--- src/rtl/msx2p_debug_rx.sv ---
// msx2p_debug_rx: 8N1 UART receiver and single-character debug command parser, all in the 27 MHz domain.
// Define MSX2P_DEBUG_RX_BREAKPOINT_EN to build the 'b'/'c' breakpoint commands and the bp_addr/bp_valid logic.
module msx2p_debug_rx #(
    parameter int CLK_FREQ  = 27000000,
    parameter int UART_FREQ = 115200
) (
    input  logic        clk_27m,
    input  logic        reset,
    input  logic        uart_rx,
    output logic [7:0]  rx_data,
    output logic        rx_valid,
    output logic        framing_err,
    output logic        send,
    output logic        debug_clear,
    output logic [15:0] bp_addr,
    output logic        bp_valid,
    output logic        cmd_error
);

    localparam int CLKS_PER_BIT = CLK_FREQ / UART_FREQ;
    localparam int CW           = $clog2(CLKS_PER_BIT);
    localparam logic [CW-1:0] BIT_LAST  = CW'(CLKS_PER_BIT - 1);
    localparam logic [CW-1:0] HALF_LAST = CW'(CLKS_PER_BIT / 2 - 1);

    typedef enum logic [1:0] {
        RX_IDLE,
        RX_START,
        RX_DATA,
        RX_STOP
    } rx_state_t;

    function automatic logic [7:0] to_lower(input logic [7:0] c);
        if (c >= 8'h41 && c <= 8'h5A) begin
            return c | 8'h20;
        end
        return c;
    endfunction

    logic            sync1_q;
    logic            rx_s_q;
    rx_state_t       rx_state_q, rx_state_d;
    logic [CW-1:0]   cnt_q, cnt_d;
    logic [2:0]      bit_idx_q, bit_idx_d;
    logic [7:0]      shift_q, shift_d;
    logic [7:0]      rx_data_q, rx_data_d;
    logic            rx_valid_q, rx_valid_d;
    logic            framing_err_q, framing_err_d;
    logic            send_q, send_d;
    logic            debug_clear_q, debug_clear_d;
    logic            cmd_error_q, cmd_error_d;
    logic [7:0]      cmd_char;

`ifdef MSX2P_DEBUG_RX_BREAKPOINT_EN
    typedef enum logic {
        CMD_IDLE,
        CMD_HEX
    } cmd_state_t;

    function automatic logic is_hex(input logic [7:0] c);
        return (c >= 8'h30 && c <= 8'h39) || (c >= 8'h61 && c <= 8'h66);
    endfunction

    // Caller has already folded A-F to a-f.
    function automatic logic [3:0] hex_nib(input logic [7:0] c);
        logic [7:0] v;
        v = (c <= 8'h39) ? (c - 8'h30) : (c - 8'h57);
        return v[3:0];
    endfunction

    cmd_state_t      cmd_state_q, cmd_state_d;
    logic [15:0]     hex_q, hex_d;
    logic [1:0]      digits_q, digits_d;
    logic [15:0]     bp_addr_q, bp_addr_d;
    logic            bp_valid_q, bp_valid_d;
    logic [3:0]      nib;
`endif

    // Receiver: counts from the start edge to mid-bit, then samples once per bit period.
    always_comb begin
        rx_state_d    = rx_state_q;
        cnt_d         = cnt_q;
        bit_idx_d     = bit_idx_q;
        shift_d       = shift_q;
        rx_data_d     = rx_data_q;
        rx_valid_d    = 1'b0;
        framing_err_d = 1'b0;
        case (rx_state_q)
            RX_IDLE: begin
                if (!rx_s_q) begin
                    rx_state_d = RX_START;
                    cnt_d      = '0;
                end
            end
            RX_START: begin
                if (cnt_q == HALF_LAST) begin
                    cnt_d      = '0;
                    bit_idx_d  = '0;
                    rx_state_d = rx_s_q ? RX_IDLE : RX_DATA;
                end else begin
                    cnt_d = cnt_q + CW'(1);
                end
            end
            RX_DATA: begin
                if (cnt_q == BIT_LAST) begin
                    cnt_d     = '0;
                    shift_d   = {rx_s_q, shift_q[7:1]};
                    bit_idx_d = bit_idx_q + 3'd1;
                    if (bit_idx_q == 3'd7) begin
                        rx_state_d = RX_STOP;
                    end
                end else begin
                    cnt_d = cnt_q + CW'(1);
                end
            end
            RX_STOP: begin
                // Leaving mid-stop-bit lets the next start edge be seen without a gap.
                if (cnt_q == BIT_LAST) begin
                    cnt_d      = '0;
                    rx_state_d = RX_IDLE;
                    if (rx_s_q) begin
                        rx_data_d  = shift_q;
                        rx_valid_d = 1'b1;
                    end else begin
                        framing_err_d = 1'b1;
                    end
                end else begin
                    cnt_d = cnt_q + CW'(1);
                end
            end
            default: rx_state_d = RX_IDLE;
        endcase
    end

    assign cmd_char = to_lower(rx_data_q);
`ifdef MSX2P_DEBUG_RX_BREAKPOINT_EN
    assign nib = hex_nib(cmd_char);
`endif

    // Command parser reacts to the registered rx strobes, so its strobes trail rx_valid by one cycle.
    always_comb begin
        send_d        = 1'b0;
        debug_clear_d = 1'b0;
        cmd_error_d   = 1'b0;
`ifdef MSX2P_DEBUG_RX_BREAKPOINT_EN
        cmd_state_d   = cmd_state_q;
        hex_d         = hex_q;
        digits_d      = digits_q;
        bp_addr_d     = bp_addr_q;
        bp_valid_d    = bp_valid_q;
        if (cmd_state_q == CMD_HEX) begin
            if (framing_err_q) begin
                cmd_error_d = 1'b1;
                cmd_state_d = CMD_IDLE;
            end else if (rx_valid_q) begin
                if (is_hex(cmd_char)) begin
                    hex_d    = {hex_q[11:0], nib};
                    digits_d = digits_q + 2'd1;
                    if (digits_q == 2'd3) begin
                        bp_addr_d   = {hex_q[11:0], nib};
                        bp_valid_d  = 1'b1;
                        cmd_state_d = CMD_IDLE;
                    end
                end else begin
                    cmd_error_d = 1'b1;
                    cmd_state_d = CMD_IDLE;
                end
            end
        end else
`endif
        if (rx_valid_q) begin
            case (cmd_char)
                8'h73: send_d        = 1'b1;
                8'h72: debug_clear_d = 1'b1;
`ifdef MSX2P_DEBUG_RX_BREAKPOINT_EN
                8'h63: bp_valid_d    = 1'b0;
                8'h62: begin
                    cmd_state_d = CMD_HEX;
                    hex_d       = '0;
                    digits_d    = '0;
                end
`endif
                8'h0d, 8'h0a, 8'h20: begin
                end
                default: cmd_error_d = 1'b1;
            endcase
        end
    end

    always_ff @(posedge clk_27m) begin
        if (reset) begin
            sync1_q       <= 1'b1;
            rx_s_q        <= 1'b1;
            rx_state_q    <= RX_IDLE;
            cnt_q         <= '0;
            bit_idx_q     <= '0;
            shift_q       <= '0;
            rx_data_q     <= '0;
            rx_valid_q    <= 1'b0;
            framing_err_q <= 1'b0;
            send_q        <= 1'b0;
            debug_clear_q <= 1'b0;
            cmd_error_q   <= 1'b0;
`ifdef MSX2P_DEBUG_RX_BREAKPOINT_EN
            cmd_state_q   <= CMD_IDLE;
            hex_q         <= '0;
            digits_q      <= '0;
            bp_addr_q     <= '0;
            bp_valid_q    <= 1'b0;
`endif
        end else begin
            sync1_q       <= uart_rx;
            rx_s_q        <= sync1_q;
            rx_state_q    <= rx_state_d;
            cnt_q         <= cnt_d;
            bit_idx_q     <= bit_idx_d;
            shift_q       <= shift_d;
            rx_data_q     <= rx_data_d;
            rx_valid_q    <= rx_valid_d;
            framing_err_q <= framing_err_d;
            send_q        <= send_d;
            debug_clear_q <= debug_clear_d;
            cmd_error_q   <= cmd_error_d;
`ifdef MSX2P_DEBUG_RX_BREAKPOINT_EN
            cmd_state_q   <= cmd_state_d;
            hex_q         <= hex_d;
            digits_q      <= digits_d;
            bp_addr_q     <= bp_addr_d;
            bp_valid_q    <= bp_valid_d;
`endif
        end
    end

    assign rx_data     = rx_data_q;
    assign rx_valid    = rx_valid_q;
    assign framing_err = framing_err_q;
    assign send        = send_q;
    assign debug_clear = debug_clear_q;
    assign cmd_error   = cmd_error_q;
`ifdef MSX2P_DEBUG_RX_BREAKPOINT_EN
    assign bp_addr     = bp_addr_q;
    assign bp_valid    = bp_valid_q;
`else
    assign bp_addr     = 16'h0000;
    assign bp_valid    = 1'b0;
`endif

endmodule

--- config.mk ---
export PLATFORM = sky130hd
export DESIGN_NAME = msx2p_debug_rx
export DESIGN_NICKNAME = d
export VERILOG_FILES = /design/src/rtl/msx2p_debug_rx.sv
export SDC_FILE = /design/constraint.sdc
export NUM_CORES = 1
export LEC_CHECK = 0
export CELL_PAD_IN_SITES_DETAIL_PLACEMENT = 0
export CELL_PAD_IN_SITES_GLOBAL_PLACEMENT = 1
export CORE_ASPECT_RATIO = 1.25
export CORE_MARGIN = 5
export CORE_UTILIZATION = 50
export DETAILED_ROUTE_END_ITERATION = 7
export DONT_BUFFER_PORTS = 1
export GPL_ROUTABILITY_DRIVEN = 0
export MAX_ROUTING_LAYER = met4
export PLACE_DENSITY_LB_ADDON = 0.1
export SETUP_SLACK_MARGIN = 0.2
export SYNTH_ARGS = -nofsm -noshare
export SYNTH_HDL_FRONTEND = slang
export SYNTH_SLANG_ARGS = --single-unit
--- constraint.sdc ---
create_clock -name clk_27m -period 3 [get_ports clk_27m]
set_input_delay 0.45 -clock clk_27m [delete_from_list [all_inputs] [get_ports clk_27m]]
set_output_delay 0.45 -clock clk_27m [all_outputs]
set_load 0.05 [all_outputs]
### Word level (Yosys, flattened, before mapping)

Index checks and enable logic that the tools add are counted.

* bits in registers: 36
* bits in latches: 0
* bits in writable memories: 0
* ROM bits: 0
* bits of input ports: 3
* output and inout port bits: 30
* memories: 0

* add/subtract/negate cells: 2
* $mul: 0
* div/mod/pow operators: 0
* magnitude comparators: 2
* equality and inequality tests: 16
* shift-type cells: 0
* multiplexer cells: 22
* bitwise operators: 3
* reductions and logical operators: 11

Operators by type and width (number)
* 2-to-1 mux 8 bit: 5
* == test 8 x 7 -> 1 bit, second input constant: 3
* case mux 8 bit (3 select lines): 1
* == test 8 x 4 -> 1 bit, second input constant: 2
* 2-to-1 mux 2 bit: 6
* inequality test 2 bit, second input constant: 5
* adder 8 x 1 -> 8 bit, second input constant: 1
* == test 8 x 6 -> 1 bit, second input constant: 1
* == test 8 bit, second input constant: 1
* >= comparator 8 x 7 -> 1 bit, second input constant: 1
* less-or-equal comparator 8 x 7 -> 1 bit, second input constant: 1
* case mux 2 bit (4 select lines): 1
* 2-to-1 mux 1 bit: 6
* 2-to-1 mux 3 bit: 2
* case mux 3 bit (2 select lines): 1
* AND reduction 3 bit: 2
* AND reduction 5 bit: 1
* OR reduction 5 bit: 1
* == test 2 bit, second input constant: 2
* OR reduction 2 bit: 2
* adder 3 x 1 -> 3 bit, second input constant: 1
* == test 3 bit, second input constant: 1
* inverter 1 bit: 3
* OR reduction 3 bit: 1
* other kinds (5): 5

### Longest topological paths before layout

* depth in word-level cells: 7
* mapped depth: 8
* depth with buffers taken out: 7

### Worst setup path after synthesis

Ideal clock, no wire load.

* kind: register -> register
* start point: register cnt_q[0]
* end point: register rx_data_q[0] (netlist: rx_data[0])
* arrival time: 1551 ps
* data required time: 2872 ps
* path slack: 1322 ps
* cell stages (with the launch flop): 8
* path buffers: 1
* clock period less this slack: 1678 ps
* cell sequence: dfxtp_1 -> ha_1 -> inv_1 -> nor4_4 -> and3_1 -> buf_6 -> mux2i_1 -> nor2_1

* word-level cells in the longest chain between the ends: 2

RTL lines
* start, declared: line 42 `logic [CW-1:0] cnt_q, cnt_d;`
* start signal, assigned: line 214 `cnt_q <= cnt_d;`
* == test 8 bit: line 117 `if (cnt_q == BIT_LAST) begin`
* AND reduction 3 bit (no line)
* end signal, assigned: line 217 `rx_data_q <= rx_data_d;`
* end, declared: line 45 `logic [7:0] rx_data_q, rx_data_d;`

No other way between the ends.
A chain may end at the register's enable or synchronous reset.

### Worst setup path in the final report

* start point: register cnt_q[0]
* end point: register bit_idx_q[0]

* word-level cells in the longest chain between the ends: 3
* elaborated cells between the ends (all ways): 5
* classes of those cells: eq/ne: 4; reduce/logical: 1

RTL lines
* == test 8 bit / == test 8 x 7 -> 1 bit (equally long branches): line 104, 95
* inequality test 2 bit (no line)
* AND reduction 3 bit (no line) (*)
* end signal, assigned: line 215 `bit_idx_q <= bit_idx_d;`
* end, declared: line 43 `logic [2:0] bit_idx_q, bit_idx_d;`

Every way passes the cells marked *; elsewhere a longest branch is shown, timed or not.

==> flow_summary.ini <==
[timing]
whs_ns = 0.240
tns_ns = 0
hold_viol_final = 0
tightest_slew_ns = 0.720
clock-skew-final_ns = 0.00608
rsz0062_at_grt = false
min_period_over_period_pct = 68.1
drv_slew = 0
finalSetupViolations = 0
max_freq_ghz = 0.490
maxSlewHeadroom_pct = 51.9
setup_ws_ns = 0.957
fin_crit_ns = 2.04

[global_routing]
first_global_vias = 1131
antenna_found_initial = 0
grt_usage_pct = 15.2
grt.overflow.total = 0
grt_max_degree = 34
grt_pass1_wl_mm = 5.05

[routing]
vias_per_cell = 5.27
antenna_left = 0
drtPass1Iterations = 3
num_vias = 1149
drt-initial-drc-count = 79
wl_per_cell_um = 14.3
drt-total-wl_mm = 3.12
route.detailed.drc = 0

[clock_network]
cts_tree = done
post_cts_buffers = 0
path_clk_slew_ns = 0.07
clockRootBuffer = clkbuf_8
clock_path_buffers = 2
cts_buffers = 5
clock_latency_ns = 0.28
clock_sinks = 36
h-tree-depth = 2
postCtsHoldBufs = 0
cts_resized = 0

[cells_and_area]
multi_input_area_um2 = 827
layout_commonest_cell = dfxtp_1
drive_gt1_share_pct = 7.73
regArea_um2 = 721
antenna_cells = 0
area_growth_pct = 1.79
nets = 189
fin_area_um2 = 1710
final_cell_mix = dfxtp_1, nand2_1, conb_1
fillCellCount = 341

[setup_path]
crit_required_ns = 3.21
path_class = reg2reg
cp.arrival_ns = 2.25
endpoint_kind = flip-flop
critPathLaunchType = flip-flop
critical_path.max_fanout = 11
r2r_setup_slack_ns = 0.96

[synth]
ys_seq_elements = 36
syn_area_um2 = 1680
synth_area_per_cell_um2 = 9.15
yosysWarningCount = 0
yosysSeqAreaShare_pct = 43.0
postSynthCellCount = 183
ys_types = 40

[floorplanning]
ios = 33
die_h_um = 74.7
rows = 23
core_area_um2 = 3220
dieWidth_um = 61.8
initial_core_util_pct = 52.0
die_area_um2 = 4620

[pwr]
power.leakage_uw = 0.000603
cellPowerDensity_nw_per_um2 = 530
vdd_drop_max_uv = 399

[job]
maxCapViolCount = 0

[placed_design]
dp_hpwl_mm = 2.31
dp_slack_ns = 0.957
port_buffers = 0
dpl_cell_area_um2 = 1610

[worst_hold_path]
min_path_type = in2reg

[status]
status = complete, no violations
[critical path: stages, from the launching register on]
cell and delay, ns:
dfxtp_1 0.42, ha_1 0.17, inv_1 0.06, nor4_4 0.42, nor2b_1 0.62, nand2b_1 0.11, a21oi_1 0.17
[cell usage after synthesis]
cell | instances | area [µm²]
a2111oi_0 | 1 | 8.76
a21oi_1 | 12 | 60.1
a22o_1 | 2 | 17.5
a311oi_1 | 1 | 8.76
a31oi_1 | 1 | 6.26
and2_1 | 1 | 6.26
and3_1 | 1 | 6.26
and3b_1 | 1 | 8.76
and4_1 | 1 | 8.76
and4b_1 | 1 | 10.0
buf_4 | 19 | 143
buf_6 | 1 | 11.3
clkbuf_1 | 5 | 18.8
conb_1 | 1 | 3.75
dfxtp_1 | 36 | 721
ha_1 | 5 | 62.6
inv_1 | 4 | 15.0
mux2i_1 | 10 | 100
nand2_1 | 28 | 105
nand2b_1 | 2 | 12.5
nand3_1 | 7 | 35.0
nand4_1 | 1 | 6.26
nand4b_1 | 2 | 17.5
nand4bb_1 | 1 | 11.3
nor2_1 | 12 | 45.0
nor2b_1 | 2 | 12.5
nor3_1 | 1 | 5.00
nor3b_1 | 4 | 30.0
nor4_1 | 1 | 6.26
nor4_2 | 2 | 25.0
nor4_4 | 1 | 21.3
nor4b_1 | 1 | 8.76
nor4b_2 | 1 | 15.0
nor4bb_1 | 2 | 20.0
o21ai_0 | 5 | 25.0
o21bai_1 | 1 | 7.51
o311ai_1 | 1 | 8.76
or2_2 | 2 | 12.5
or4_4 | 1 | 11.3
xor2_1 | 2 | 17.5
[metrics by stage]
stage | instances | util (%) | total power, µW
floorplan | 199 | - | 575
global placement | 211 | 49.9 | 556
detailed placement | 211 | 49.9 | 557
CTS | 218 | 52.9 | 917
global route | 218 | 52.9 | 943
finish | 218 | 52.9 | 905
[metal layers]
metal / part of all wire (%) / track usage (%) / vias up
li1: - / - / 589
met1: 39 / 15.3 / 540
met2: 55 / 26.9 / 16
met3: 4.6 / 4.97 / 4
met4: 1.2 / 5.42 / 0
met5: 0 / - / -
[worst paths after layout]
check,startpoint,end,depth (start not counted)
max,cnt_q[0],bit_idx_q[0],6
max reg2reg,cnt_q[0],bit_idx_q[0],6
min,reset,shift_q[5],1
min reg2reg,sync1_q,rx_s_q,1
[power by group]
group / leakage [µW] / total [µW] / internal, µW / switching, µW
Combinational: 0.000262 / 62.1 / 6.82 / 55.3
Sequential: 0.000291 / 484 / 481 / 3.69
Clock: 0.0000503 / 358 / 204 / 154
[cell families (layout without fill, tap and decap cells)]
group	count (synthesis)	count (layout)	share of synthesized area, %
compound gates	24	24	8.51
xor+xnor	2	2	1.05
fa+ha+maj	5	5	3.73
buf+inv	29	11	11.2
flops	36	36	43.0
mux	10	10	5.97
other cells	1	17	0.224
simple gates	76	76	26.3
[state kept, by name, summed over array words and instances (netlist names), named ones only]
name         flops
cnt_q            8
rx_data          8
shift_q          8
bit_idx_q        3
cmd_error        1
debug_clear      1
framing_err      1
rx_s_q           1
rx_state_q       1
rx_valid         1
send             1
sync1_q          1
[layout make-up]
cell class / instances / area share (%)
well taps: 37 / 2.71
inverters: 4 / 0.880
flip-flops and latches: 36 / 42.3
multi-input cells: 134 / 48.5
clock buffers: 7 / 5.65
(Power assumes the default switching activity.)
